**src/rtl/instruction_fetch.sv**
```systemverilog
// -----------------------------------------------------------------------------
// instruction_fetch
//
// Upstream stage of the NBBPU ALU. Holds the program counter and fetches
// 16-bit instructions over a req/ack handshake with instruction memory.
// Each fetched word is latched and offered to execute under valid/ready,
// together with its PC, PC+1 and the decoded register addresses. Execute may
// redirect the PC at any time; a redirect beats a same-cycle ack or ready.
//
// Optional feature (macro NBBPU_FETCH_HALT_EN):
//   Opcode 4'b1011 is treated as HALT. The fetch FSM parks in a HALT state:
//   no requests, no issue, redirects ignored, only reset exits. Without the
//   macro the opcode is issued like any other and `halted` is tied low.
//
// Parameters:
//   RESET_PC    PC value loaded on reset
//   ADDR_WIDTH  PC / memory address width (1..16)
//
// Ports:
//   clock            in   system clock, rising edge
//   reset            in   synchronous, active-high reset
//   imem_req         out  fetch request (registered)
//   imem_addr        out  fetch address (= PC register)
//   imem_ack         in   memory returns data this cycle
//   imem_rdata       in   instruction word, valid with imem_ack
//   issue_valid      out  instruction outputs valid
//   issue_ready      in   execute consumes the instruction this cycle
//   instruction      out  latched instruction word
//   PC               out  address of latched instruction, zero-extended
//   PC_plus1         out  PC+1 modulo 2^ADDR_WIDTH, zero-extended
//   x_addr/y_addr/z_addr  out  instruction[11:8] / [7:4] / [3:0]
//   redirect         in   load a new PC (taken jump/branch)
//   redirect_target  in   new PC, low ADDR_WIDTH bits used
//   halted           out  fetch stopped (HALT feature only)
// -----------------------------------------------------------------------------
module instruction_fetch #(
    parameter logic [15:0] RESET_PC   = 16'h0000,
    parameter int unsigned ADDR_WIDTH = 16
) (
    input  logic                  clock,
    input  logic                  reset,
    output logic                  imem_req,
    output logic [ADDR_WIDTH-1:0] imem_addr,
    input  logic                  imem_ack,
    input  logic [15:0]           imem_rdata,
    output logic                  issue_valid,
    input  logic                  issue_ready,
    output logic [15:0]           instruction,
    output logic [15:0]           PC,
    output logic [15:0]           PC_plus1,
    output logic [3:0]            x_addr,
    output logic [3:0]            y_addr,
    output logic [3:0]            z_addr,
    input  logic                  redirect,
    input  logic [15:0]           redirect_target,
    output logic                  halted
);

    typedef enum logic [1:0] {
        ST_IDLE = 2'd0,
        ST_REQ  = 2'd1,
        ST_HOLD = 2'd2
`ifdef NBBPU_FETCH_HALT_EN
        ,
        ST_HALT = 2'd3
`endif
    } state_t;

    localparam logic [3:0] HALT_OPCODE = 4'b1011;

    state_t                r_state;
    logic [ADDR_WIDTH-1:0] r_pc;
    logic [15:0]           r_instr;
    logic                  r_issue_valid;
    logic                  r_imem_req;

    state_t                w_state_d;
    logic [ADDR_WIDTH-1:0] w_pc_d;
    logic [15:0]           w_instr_d;
    logic [ADDR_WIDTH-1:0] w_pc_plus1;
    logic [ADDR_WIDTH-1:0] w_target;

    assign w_pc_plus1 = r_pc + ADDR_WIDTH'(1);
    assign w_target   = redirect_target[ADDR_WIDTH-1:0];

    // Next-state logic. Redirect wins over ack/ready in every active state;
    // in HOLD, redirect+ready consumes the held word but takes the target PC.
    always_comb begin
        w_state_d = r_state;
        w_pc_d    = r_pc;
        w_instr_d = r_instr;
        unique case (r_state)
            ST_IDLE: begin
                if (redirect) begin
                    w_pc_d = w_target;
                end
                w_state_d = ST_REQ;
            end
            ST_REQ: begin
                if (redirect) begin
                    w_pc_d    = w_target;
                    w_state_d = ST_REQ;
                end else if (imem_ack) begin
                    w_instr_d = imem_rdata;
`ifdef NBBPU_FETCH_HALT_EN
                    if (imem_rdata[15:12] == HALT_OPCODE) begin
                        w_state_d = ST_HALT;
                    end else begin
                        w_state_d = ST_HOLD;
                    end
`else
                    w_state_d = ST_HOLD;
`endif
                end
            end
            ST_HOLD: begin
                if (redirect) begin
                    w_pc_d    = w_target;
                    w_state_d = ST_REQ;
                end else if (issue_ready) begin
                    w_pc_d    = w_pc_plus1;
                    w_state_d = ST_REQ;
                end
            end
`ifdef NBBPU_FETCH_HALT_EN
            ST_HALT: begin
                w_state_d = ST_HALT;
            end
`endif
            default: begin
                w_state_d = ST_IDLE;
            end
        endcase
    end

    // Handshake outputs are registered from the next state so they align
    // with the state they describe.
    always_ff @(posedge clock) begin
        if (reset) begin
            r_state       <= ST_IDLE;
            r_pc          <= RESET_PC[ADDR_WIDTH-1:0];
            r_instr       <= 16'h0000;
            r_issue_valid <= 1'b0;
            r_imem_req    <= 1'b0;
        end else begin
            r_state       <= w_state_d;
            r_pc          <= w_pc_d;
            r_instr       <= w_instr_d;
            r_issue_valid <= (w_state_d == ST_HOLD);
            r_imem_req    <= (w_state_d == ST_REQ);
        end
    end

    assign imem_req    = r_imem_req;
    assign imem_addr   = r_pc;
    assign issue_valid = r_issue_valid;
    assign instruction = r_instr;
    assign PC          = 16'(r_pc);
    assign PC_plus1    = 16'(w_pc_plus1);
    assign x_addr      = r_instr[11:8];
    assign y_addr      = r_instr[7:4];
    assign z_addr      = r_instr[3:0];

`ifdef NBBPU_FETCH_HALT_EN
    assign halted = (r_state == ST_HALT);
`else
    assign halted = 1'b0;
`endif

endmodule
```
**config.mk**
```make
export PLATFORM = sky130hd
export DESIGN_NAME = instruction_fetch
export DESIGN_NICKNAME = d
export VERILOG_FILES = /design/src/rtl/instruction_fetch.sv
export SDC_FILE = /design/constraint.sdc
export NUM_CORES = 1
export LEC_CHECK = 0
export CELL_PAD_IN_SITES_DETAIL_PLACEMENT = 2
export CELL_PAD_IN_SITES_GLOBAL_PLACEMENT = 2
export CORE_ASPECT_RATIO = 1.25
export CORE_MARGIN = 5
export CORE_UTILIZATION = 19
export CTS_CLUSTER_DIAMETER = 120
export DETAILED_ROUTE_END_ITERATION = 7
export GPL_TIMING_DRIVEN = 0
export PLACE_DENSITY = 0.86
export SYNTH_ARGS = -nofsm -noshare
export SYNTH_HDL_FRONTEND = slang
export SYNTH_SLANG_ARGS = --single-unit
```
**constraint.sdc**
```tcl
create_clock -name clock -period 2 [get_ports clock]
set_input_delay 0.5 -clock clock [delete_from_list [all_inputs] [get_ports clock]]
set_output_delay 0.5 -clock clock [all_outputs]
set_load 0.005 [all_outputs]
```
# Word level (Yosys, flattened, before mapping)
# Index checks and enable logic that the tools add are counted.
dict set report op_classes {
  n_addsub 1
  eq_ne 6
  muxes 9
  bitwise_logic 1
  reduce_logical 5
}
# cell n
set op_table {}
lappend op_table {{$mux 16} 3}
lappend op_table {{$pmux 16 s2} 1}
lappend op_table {{$add 16x1->16 const B} 1}
lappend op_table {{$mux 2} 4}
lappend op_table {{$pmux 2 s3} 1}
lappend op_table {{$reduce_and 3->1} 2}
lappend op_table {{$eq 2x1->1 const B} 2}
lappend op_table {{$eq 2x2->1 const B} 2}
lappend op_table {{$ne 3x3->1 const B} 1}
lappend op_table {{$logic_not 2->1} 1}
lappend op_table {{$ne 2x1->1 const B} 1}
lappend op_table {{$reduce_bool 2->1} 1}
lappend op_table {{$reduce_or 2->1} 1}
lappend op_table {{$not 1->1} 1}
dict set report word_totals {
  register_bits 36
  out_inout_bits 79
  elab_cells 27
}

# Depth between registers and ports, before layout
dict set report depth {
  ltp_word 4
  mapped_depth 7
}

# Worst setup path after synthesis
# Ideal clock, no wire load.
dict set report synth_path {
  kind {register -> output}
  start {register r_pc[0] (netlist: PC[0])}
  end {output PC_plus1[14]}
  arrival_time_ns 1.488
  path_slack_ns 0.012
  stages_incl_launch_ff 6
  n_path_buf 1
  path_cell_list {dfxtp_1 > ha_1 > clkbuf_1 > nand3_1 > nor4_1 > xor2_1}
}
dict set report synth_via {
  elab_chain_cells 1
}
# element line_no
set synth_lines {}
lappend synth_lines {{from (decl)} 72} ;# logic [ADDR_WIDTH-1:0] r_pc;
lappend synth_lines {{from (signal assigned)} 141} ;# r_pc <= RESET_PC[ADDR_WIDTH-1:0];
lappend synth_lines {{from (signal assigned)} 147} ;# r_pc <= w_pc_d;
lappend synth_lines {{$add 16x1->16} 83} ;# assign w_pc_plus1 = r_pc + ADDR_WIDTH'(1);
lappend synth_lines {{to (decl)} 50} ;# output logic [15:0] PC_plus1,
# Every way passes these cells.

# Worst setup path in the final report
dict set report layout_path {
  start {register r_pc[1] (netlist: PC[1])}
  end {output PC_plus1[14]}
}
# Same word-level chain as after synthesis.

==> flow_summary.toml <==
[pwr]
p_total_uw = 2190
ir_worst_vdd_mv = 0.265
p_leak_uw = 0.00175
power_density_mw_per_mm2 = 508

[yosys]
synth_ff_type = "dfxtp_1"
ys_seq_area_share_pct = 31.9
synth_async_sr_flop_share_pct = 0
syn_nets = 332
synth_cells = 294
syn-mean-instance-area_um2 = 7.69
synth-seq-cells = 36
mappedNetlistArea_mm2 = 0.00226
synth_cell_types = 47
synth_edf_count = 0
yosysWarnings = 0

[critical_path]
worstSetupPathType = "flop to output port"
critPathLaunchType = "flop"
crit_fanout = 4
crit_family = "simple AND/OR/NAND/NOR gates"
max_stage_delay_ns = 0.37
path_cells = "ha_4 -> nand3_2 -> nor4_4 -> xor2_1 -> buf_2"
critPathCaptureType = "output port"
worstPathRequired_ns = 1.50
cp.arrival_ns = 1.66
crit_buf_inv = 1
cp_slowest_cell = "dfxtp_4"

[worst_hold_path]
min_path_type = "input pin to flop"

[detailed_routing]
vias = 2776
vias_per_cell = 4.57
drtPass1Iterations = 4
ant_nets = 0
wl_mm = 11.4
drc = 0
wire_per_inst_um = 18.7
drt_iter0_markers = 88

[final_layout]
drive_gt1_share_pct = 34.5
fillers = 1333
fin_cells = 608
layout.nets = 484
syn_to_final_growth_pct = 90.3
antennaDiodeCount = 0

[floorplan]
ioPinCount = 116
fp.dieH_um = 132
fp.coreArea_mm2 = 0.0117
die_x_um = 108
rows = 44
initial_core_util_pct = 19.4
dieArea_mm2 = 0.0142

[status]
status = "complete, but fails checks"
violations = "negative setup slack"

[sta]
setup_viol = 8
hold_viol = 0
worst_slack_ns = -0.155
relSlewSlack_pct = 62.1
min_period_over_period_pct = 108
rsz0062_at_grt = "true"
final_max_slew_viol_count = 0
tightest_slew_ns = 0.568
fin_skew_ns = 0.00430
layout_min_cycle_time_ns = 2.16
max_freq_mhz = 464

[clock_network]
ctsRootBufferMaster = "clkbuf_16"
clk_pin_slew_ns = 0.06
cts_tree = "built"
cts.sinks = 36
cts_max_path_buffers = 2
clkLatencyLatePin_ns = 0.29
holdBufCountCts = 0
htreeDepth = 2
cts_made_buffers = 5

[placement]
gp_congestion = 0.838
place_hpwl_mm = 7.54
dp_cells = 568
numPortBuffers = 113
place_ws_ns = -0.906

[job]
drv_cap = 0

[global_routing]
grt_first_pass_wirelength_mm = 17.3
grt_pass1_vias = 3211
grt_overflow = 0
grt_usage_pct = 15.6
grt_max_degree = 11
antenna_found_initial = 0
[area by class of cell]
type                    instances  area [um^2]  area share, %
plain buffers                  47          362           8.40
clock buffers                   8          146           3.40
inverters                       6         22.5          0.523
multi-input cells             199         1450           33.6
flip-flops and latches         36          753           17.5
well taps                     161          201           4.68
repair buffers                151         1380           31.9
[where the power goes]
| part | internal, uW | switching [uW] | leakage [uW] | total [uW] |
|---|---|---|---|---|
| Clock | 498 | 316 | 0.0000712 | 813 |
| Sequential | 755 | 52.6 | 0.000302 | 808 |
| Combinational | 343 | 225 | 0.00138 | 568 |
| Total | 1600 | 593 | 0.00175 | 2190 |
[repair_timing]
action / in CTS / in global routing
endpoints found under the hold margin: 0 / 0
gates resized for setup: 122 / 25
pin swaps: 22 / 17
endpoints found under the setup margin: 37 / 46
setup buffers: 30 / 8
[cell usage after synthesis, drive strengths merged, types with 2 or more instances]
master | count | area [um^2]
a31o | 3 | 26.3
inv | 6 | 22.5
nor2 | 8 | 30.0
nor4b | 2 | 17.5
o21ai | 5 | 25.0
and4 | 4 | 35.0
a211o | 4 | 35.0
clkbuf | 14 | 52.6
a311oi | 2 | 17.5
and2 | 3 | 18.8
a31oi | 3 | 18.8
xor2 | 5 | 43.8
o221ai | 2 | 17.5
a21oi | 26 | 130
o32ai | 2 | 17.5
nand3 | 8 | 40.0
a211oi | 2 | 15.0
and3 | 4 | 25.0
mux2 | 3 | 33.8
nand2b | 5 | 31.3
xnor2 | 9 | 78.8
dfxtp | 36 | 721
nand4 | 6 | 37.5
o31a | 2 | 17.5
nor3b | 4 | 30.0
or3 | 4 | 25.0
buf | 39 | 289
nor3 | 11 | 55.1
nand2 | 53 | 199
nor4 | 6 | 43.8
[logic make-up after synthesis]
logic type | Yosys count | share of synthesized area [%]
XOR/XNOR | 14 | 5.42
AND/OR/NAND/NOR | 123 | 27.7
AO/OA/AOI/OAI | 56 | 16.3
adder cells (fa/ha/maj) | 1 | 0.553
flip-flops | 36 | 31.9
multiplexers | 4 | 1.94
other | 1 | 0.166
buffers and inverters | 59 | 16.1
[through the flow]
stage | utilization [%] | hold WS (ns) | cell area, um^2 | setup TNS (ns)
after CTS | 35.6 | 0.425 | 4160 | -0.403
after global placement | 30.8 | 0.445 | 3590 | -17.71
after detailed placement | 30.8 | 0.461 | 3590 | -20.90
final | 36.9 | 0.444 | 4310 | -0.773
after floorplan | - | 0.453 | 2260 | 0
after global routing | 36.9 | 0.451 | 4310 | -1.56
[worst paths after layout]
check                                from                           end  slack [ns]  cells after the start
max                    PC[1]$_SDFFE_PP0P_                  PC_plus1[14]       -0.16                      5
min                              redirect        issue_valid$_SDFF_PP0_        0.44                      2
max reg2reg         r_state[1]$_SDFF_PP0_           PC[14]$_SDFFE_PP0P_        0.08                      7
min reg2reg  instruction[15]$_SDFFE_PP0P_  instruction[15]$_SDFFE_PP0P_        0.46                      2
[cells in the final DEF, fill, tap and decap left out, types with 8 or more instances in the layout]
cell type	n
a21oi_1	25
buf_2	13
buf_4	63
buf_6	11
clkdlybuf4s50_1	98
dfxtp_1	20
dfxtp_2	11
nand2_1	50
nor3_1	8
[metal layers]
| layer | wire length [um] | global-route usage, % | share of wire (%) | vias to the layer above |
|---|---|---|---|---|
| met1 | 4380 | 17.1 | 39 | 1348 |
| met4 | 368 | 5.54 | 3.2 | 0 |
| met3 | 512 | 3.14 | 4.5 | 28 |
| li1 | - | - | - | 1300 |
| met5 | 0 | 0 | 0 | - |
| met2 | 6110 | 29.0 | 54 | 100 |
[state kept, by name, summed over array words and instances (netlist names)]
register	flops
imem_req	1
PC	16
instruction	16
issue_valid	1
r_state	2
[worst register-to-register path: stages, from the launching register on]
cell and delay [ns]:
dfxtp_1 0.31, buf_4 0.18, or3b_1 0.40, buf_6 0.16
buf_2 0.21, nor4b_1 0.35, nand2_1 0.12, o221ai_1 0.10
Power figures use the tool's default switching activity.
==> RTL change 1: new RTL, same settings <==
Re-encode `state_t` (3 states) as one-hot, 3 bits wide.
--- a/src/rtl/instruction_fetch.sv
+++ b/src/rtl/instruction_fetch.sv
@@ -57,8 +57,8 @@
 );
 
-    typedef enum logic [1:0] {
-        ST_IDLE = 2'd0,
-        ST_REQ  = 2'd1,
-        ST_HOLD = 2'd2
+    typedef enum logic [2:0] {
+        ST_IDLE = 3'b001,
+        ST_REQ  = 3'b010,
+        ST_HOLD = 3'b100
 `ifdef NBBPU_FETCH_HALT_EN
         ,
Formal check against the unedited RTL: same outputs for any inputs over 10 cycles, from zero or initial values and one cycle with reset high; not proved beyond that.
==> RTL change 1 against the unedited design <==
Final area increased by 2.7%; the flow still finishes with violations (setup timing); largest cell class unchanged; routed wire length increased by 8.5%; sequential cell count grew 1; area after synthesis fell by 2.2%; setup slack got worse by 0.18 ns; sequential share of layout area grew 0.28 points; count of clock-buffer cells in the layout decreased by 1; critical endpoint is now PC_plus1[12]; global-route usage rose by 1.0 points.
Power is not compared: it rests on default switching activity, and its combinational part moved more than twofold at a synthesized area within 25%.
==> RTL change 1: results (changes against the unedited design) <==
Run status
  • Outcome: finished, violations left
  • Failing checks: setup timing

Final layout
  • Ratio of cells with drive above 1 in the final layout: 36.4% (+2.0 points)
  • Nets: 493 (+1.9%)
  • Layout fillers: 1268 (-4.9%)

Synth
  • Xor/xnor share of the synthesized area: 5.54% (+0.12 points)
  • Synth Area in Compound Gates: 19.2% (+3.0 points)
  • Post-Syn Nets: 326 (-1.8%)
  • Most instantiated cells after synthesis: nand2_1 (48), dfxtp_1 (37), buf_4 (29)
  • Ranking of synthesized cells by area: dfxtp_1 (33%), buf_4 (9.8%), nand2_1 (8.1%)
  • Mux cell area share after synthesis: 0% (-1.9 points)
  • Sequential area share after synthesis: 33.5% (+1.6 points)

Placed design
  • RD Place Congestion: 0.771 (-8.0%)
  • I/O Buffers: 112 (-0.88%)
  • DP HPWL: 7270 µm (-3.6%)
  • Post-DP Area: 3520 µm² (-2.1%)
  • Worst slack at placement: -0.899 ns (+0.00628 ns)

Critical path
  • Worst path slowest cell: or4_4
  • CP arrival: 1.84 ns (+0.18 ns)
  • Critical Path Max Stage Delay: 0.50 ns (+0.13 ns)
  • Reg2reg path depth: 5 (-2)
  • Crit-path max FO: 3 (-1)

Route
  • Vias: 2842 (+2.4%)
  • WL per Instance: 20.8 µm (+11%)

Global routing
  • Vias in the first global route: 3137 (-2.3%)
  • Pin count of the biggest net entering global routing: 12 (+1)
  • First-pass GRT wire length: 18000 µm (+3.9%)
  • All-Layer GR Usage: 16.6% (+1.0 points)

STA
  • Worst setup margin: -0.338 ns (-0.183 ns)
  • # setup viols final: 12 (+4)
  • Fin Setup TNS: -1.86 ns (-1.09 ns)
  • Slew of the pin with the lowest slew margin: 0.594 ns (+0.0257 ns)
RTL change 1: what timing repair did:
item	in CTS	in global routing
buffers inserted	48	14
gates resized for setup	130	37
endpoints found under the setup margin	39	38
pin swaps	23	20
RTL change 1: layout make-up:
| type | count | area (µm²) | share of cell area, % |
|---|---|---|---|
| multi-input cells | 190 | 1400 | 31.6 |
| clock inverters | 1 | 30.0 | 0.679 |
| flip-flops and latches | 37 | 786 | 17.8 |
| plain buffers | 43 | 313 | 7.07 |
| repair buffers | 167 | 1540 | 34.8 |
| clock buffers | 7 | 143 | 3.23 |
| inverters | 11 | 41.3 | 0.934 |
| well taps | 138 | 173 | 3.90 |
RTL change 1: report_power, final:
part	internal, mW	switching (mW)	total, mW
Clock	0.624	0.323	0.947
Sequential	0.927	0.235	1.16
Combinational	1.32	1.09	2.41
Total	2.87	1.65	4.52
RTL change 1: kinds of logic (layout without fill, tap and decap cells):
logic type | Yosys count | after routing
DFF | 37 | 37
xor gates and xnor gates | 14 | 14
AOI/OAI and AO/OA | 61 | 61
and+or+nand+nor | 113 | 113
other | 1 | 1
buffers and inverters | 61 | 229
adders and majority gates | 1 | 1
RTL change 1: path summary, 6_finish.rpt:
check	start	to	slack, ns
max	PC[7]	PC_plus1[12]	-0.34
min	redirect	r_state[2]	0.42
max reg2reg	r_state[0]	PC[7]	0.05
min reg2reg	instruction[12]	instruction[12]	0.46
RTL change 1: routing by layer:
| layer | vias up | part of all wire (%) | global-route usage (%) |
|---|---|---|---|
| li1 | 1327 | - | - |
| met1 | 1414 | 36 | 18.2 |
| met2 | 85 | 58 | 32.5 |
| met3 | 16 | 3.7 | 2.46 |
| met4 | 0 | 1.7 | 5.64 |
| met5 | - | 0 | 0 |
RTL change 1: stage by stage:
step	cells	utilization [%]
2_1_floorplan	288	-
3_3_place_gp	538	30.6
3_5_place_dp	538	30.6
4_1_cts	587	37.2
5_1_grt	594	38.4
6_report	594	38.4
==> RTL change 2: new RTL, same flow settings <==
Without the edit above. Add a define of `NBBPU_FETCH_HALT_EN`.
--- a/src/rtl/instruction_fetch.sv
+++ b/src/rtl/instruction_fetch.sv
@@ -34,4 +34,6 @@
 //   halted           out  fetch stopped (HALT feature only)
 // -----------------------------------------------------------------------------
+`define NBBPU_FETCH_HALT_EN
+
 module instruction_fetch #(
     parameter logic [15:0] RESET_PC   = 16'h0000,
Check against the original RTL: not equivalent (Yosys sat finds a counterexample within 4 cycles, from zero or initial values and one cycle with reset high).
==> RTL change 2 against the unedited design <==
Non-clock buffer count rose by 14; largest power group is now sequential cells; setup slack improved by 0.010 ns; sequential share of layout area fell by 0.13 points; area after synthesis fell by 6.0%; total power rose by 1.1%; register-to-register slack got worse by 0.07 ns; core utilization rose by 3.0 points; sequential cell count did not move; the run still ends with setup timing left; die area fell by 5.5%; routed wire length rose by 14%; global-route usage rose by 2.4 points; final area rose by 2.3%.
==> RTL change 2: results (changes against the unedited design) <==
Run status
  • Outcome: finished, violations left
  • Failing checks: setup timing

Synth
  • Ranking of synthesized cells by area: dfxtp_1 (34%), buf_4 (9.9%), nand2_1 (8.6%)
  • Post-Syn Nets: 321 (-3.3%)
  • Number of synthesis warnings: 0 (unchanged)
  • Sequential area share after synthesis: 33.9% (+2.0 points)
  • Synth Flop Type: dfxtp_1
  • Post-synth EDFFs: 0 (unchanged)
  • Most instantiated cells after synthesis: nand2_1 (49), dfxtp_1 (36), buf_4 (28)
  • Yosys cell types: 46 (-2.1%)

Placed design
  • DP HPWL: 7590 µm (+0.75%)
  • RD Place Congestion: 0.756 (-9.7%)
  • Post-DP Area: 3450 µm² (-4.1%)
  • Worst slack at placement: -0.850 ns (+0.0555 ns)
  • I/O Buffers: 115 (+1.8%)

Clock tree
  • Clock latency on the worst-skew pair: between 0.2 and 0.3 ns
  • Num CTS Buffers: 5 (unchanged)
  • H-tree level count: 2 (unchanged)
  • Root buffer cell: clkbuf_16

Critical path
  • Worst Setup SP: PC[0]
  • Worst path slowest cell: dfxtp_4
  • Crit path capture: PC_plus1[13]
  • Critical Path Max Stage Delay: 0.37 ns (about the same)
  • Reg2reg setup slack: 0.01 ns (-0.07 ns)
  • Crit-path max FO: 4 (unchanged)
  • Endpoint of the worst register-to-register path: PC[10]
  • Reg2reg path depth: 10 (+3)
  • CP top delay family: buffers and inverters
  • CP arrival: approximately 1.7 ns

STA
  • Max_slew headroom: 44.8% (-17 points)
  • # setup viols final: 11 (+3)
  • Final slew viol count: 0 (unchanged)
  • Worst setup margin: -0.145 ns (+0.0101 ns)
  • Setup Skew: 0.00861 ns (+0.00432 ns)
  • Fin Setup TNS: -0.968 ns (-0.195 ns)

Global routing
  • Pin count of the biggest net entering global routing: 11 (unchanged)
  • Antenna violations before repair: 0 (unchanged)
  • All-Layer GR Usage: 17.9% (+2.4 points)
  • Vias in the first global route: 3293 (+2.6%)
  • First-pass GRT wire length: 19000 µm (+9.6%)

Power and ir drop
  • Peak supply drop: 0.271 mV (+2.2%)
  • Leak Pwr: 1.82 nW (+3.7%)

Route
  • Vias: 2898 (+4.4%)
  • DRT iter0 DRCs: 128 (+45%)
  • DRT Pass-1 Iters: 5 (+1)
  • WL per Instance: 21.9 µm (+17%)

Final layout
  • Ratio of cells with drive above 1 in the final layout: 36.8% (+2.3 points)
  • Antenna cells: 0 (unchanged)
  • Nets: 494 (+2.1%)

Min path
  • Min-delay worst type: flip-flop to flip-flop
[RTL change 2: cell types whose count changed after synthesis, moves of 4 or more]
cell,unedited run,this run
a211o_1,4,0
and2_1,1,7
buf_2,6,2
inv_1,6,1
nand2_1,53,49
nor2_1,8,14
o21ai_0,5,15
[RTL change 2: final cells by class]
class	instances	area [µm²]
Fill cell	1190	6630
Timing Repair Buffer	169	1600
Multi-Input combinational cell	200	1420
Sequential cell	36	764
Buffer	43	300
Tap cell	135	169
Clock buffer	8	146
Inverter	1	3.75
[RTL change 2: where the power goes]
group | total [mW] | internal [mW] | switching [mW] | leakage, nW
logic | 0.595 | 0.357 | 0.238 | 1.44
registers | 0.817 | 0.754 | 0.0628 | 0.303
clock network | 0.802 | 0.498 | 0.305 | 0.0712
[RTL change 2: routing by layer]
| layer | vias to the layer above | GRT usage (%) | part of all wire [%] |
|---|---|---|---|
| met5 | - | 0 | 0 |
| met4 | 0 | 5.79 | 2.9 |
| met3 | 37 | 3.98 | 5.6 |
| met2 | 147 | 35.9 | 55 |
| met1 | 1403 | 18.1 | 37 |
| li1 | 1311 | - | - |
[RTL change 2: per-stage QoR]
| stage | hold WS (ns) | cells |
|---|---|---|
| 6_report | 0.457 | 592 |
| 2_1_floorplan | 0.453 | 283 |
| 3_5_place_dp | 0.453 | 533 |
| 3_3_place_gp | 0.442 | 533 |
| 5_1_grt | 0.484 | 592 |
| 4_1_cts | 0.461 | 577 |
[RTL change 2: tightest hold or removal path, cell delays in order (launching register included)]
cell and delay, ns:
dfxtp_1 0.31, nand2_1 0.05, a21oi_1 0.05
[RTL change 2: logic make-up (layout without fill, tap and decap cells)]
logic type | Yosys count | in the layout | share of synthesized area [%]
flops | 36 | 36 | 33.9
compound gates | 66 | 66 | 18.6
fa+ha+maj | 1 | 1 | 0.588
xor+xnor | 12 | 12 | 4.94
buf+inv | 47 | 221 | 13.4
mux | 1 | 1 | 0.529
simple gates | 120 | 120 | 28.1
[RTL change 2: worst min path at each step]
stage | start | to | slack (ns) | cells past startpoint
after floorplan | instruction[12] | instruction[12] | 0.45 | 2
after global placement | instruction[14] | instruction[14] | 0.44 | 2
after detailed placement | instruction[12] | instruction[12] | 0.45 | 2
after CTS | instruction[12] | instruction[12] | 0.46 | 2
after global routing | instruction[12] | instruction[12] | 0.48 | 2
final | instruction[12] | instruction[12] | 0.46 | 2
[RTL change 2: what timing repair did]
| item | in CTS | in global routing |
|---|---|---|
| resized for setup | 137 | 50 |
| pin swaps | 18 | 23 |
| setup endpoints to repair | 51 | 47 |
| buffers inserted | 41 | 19 |
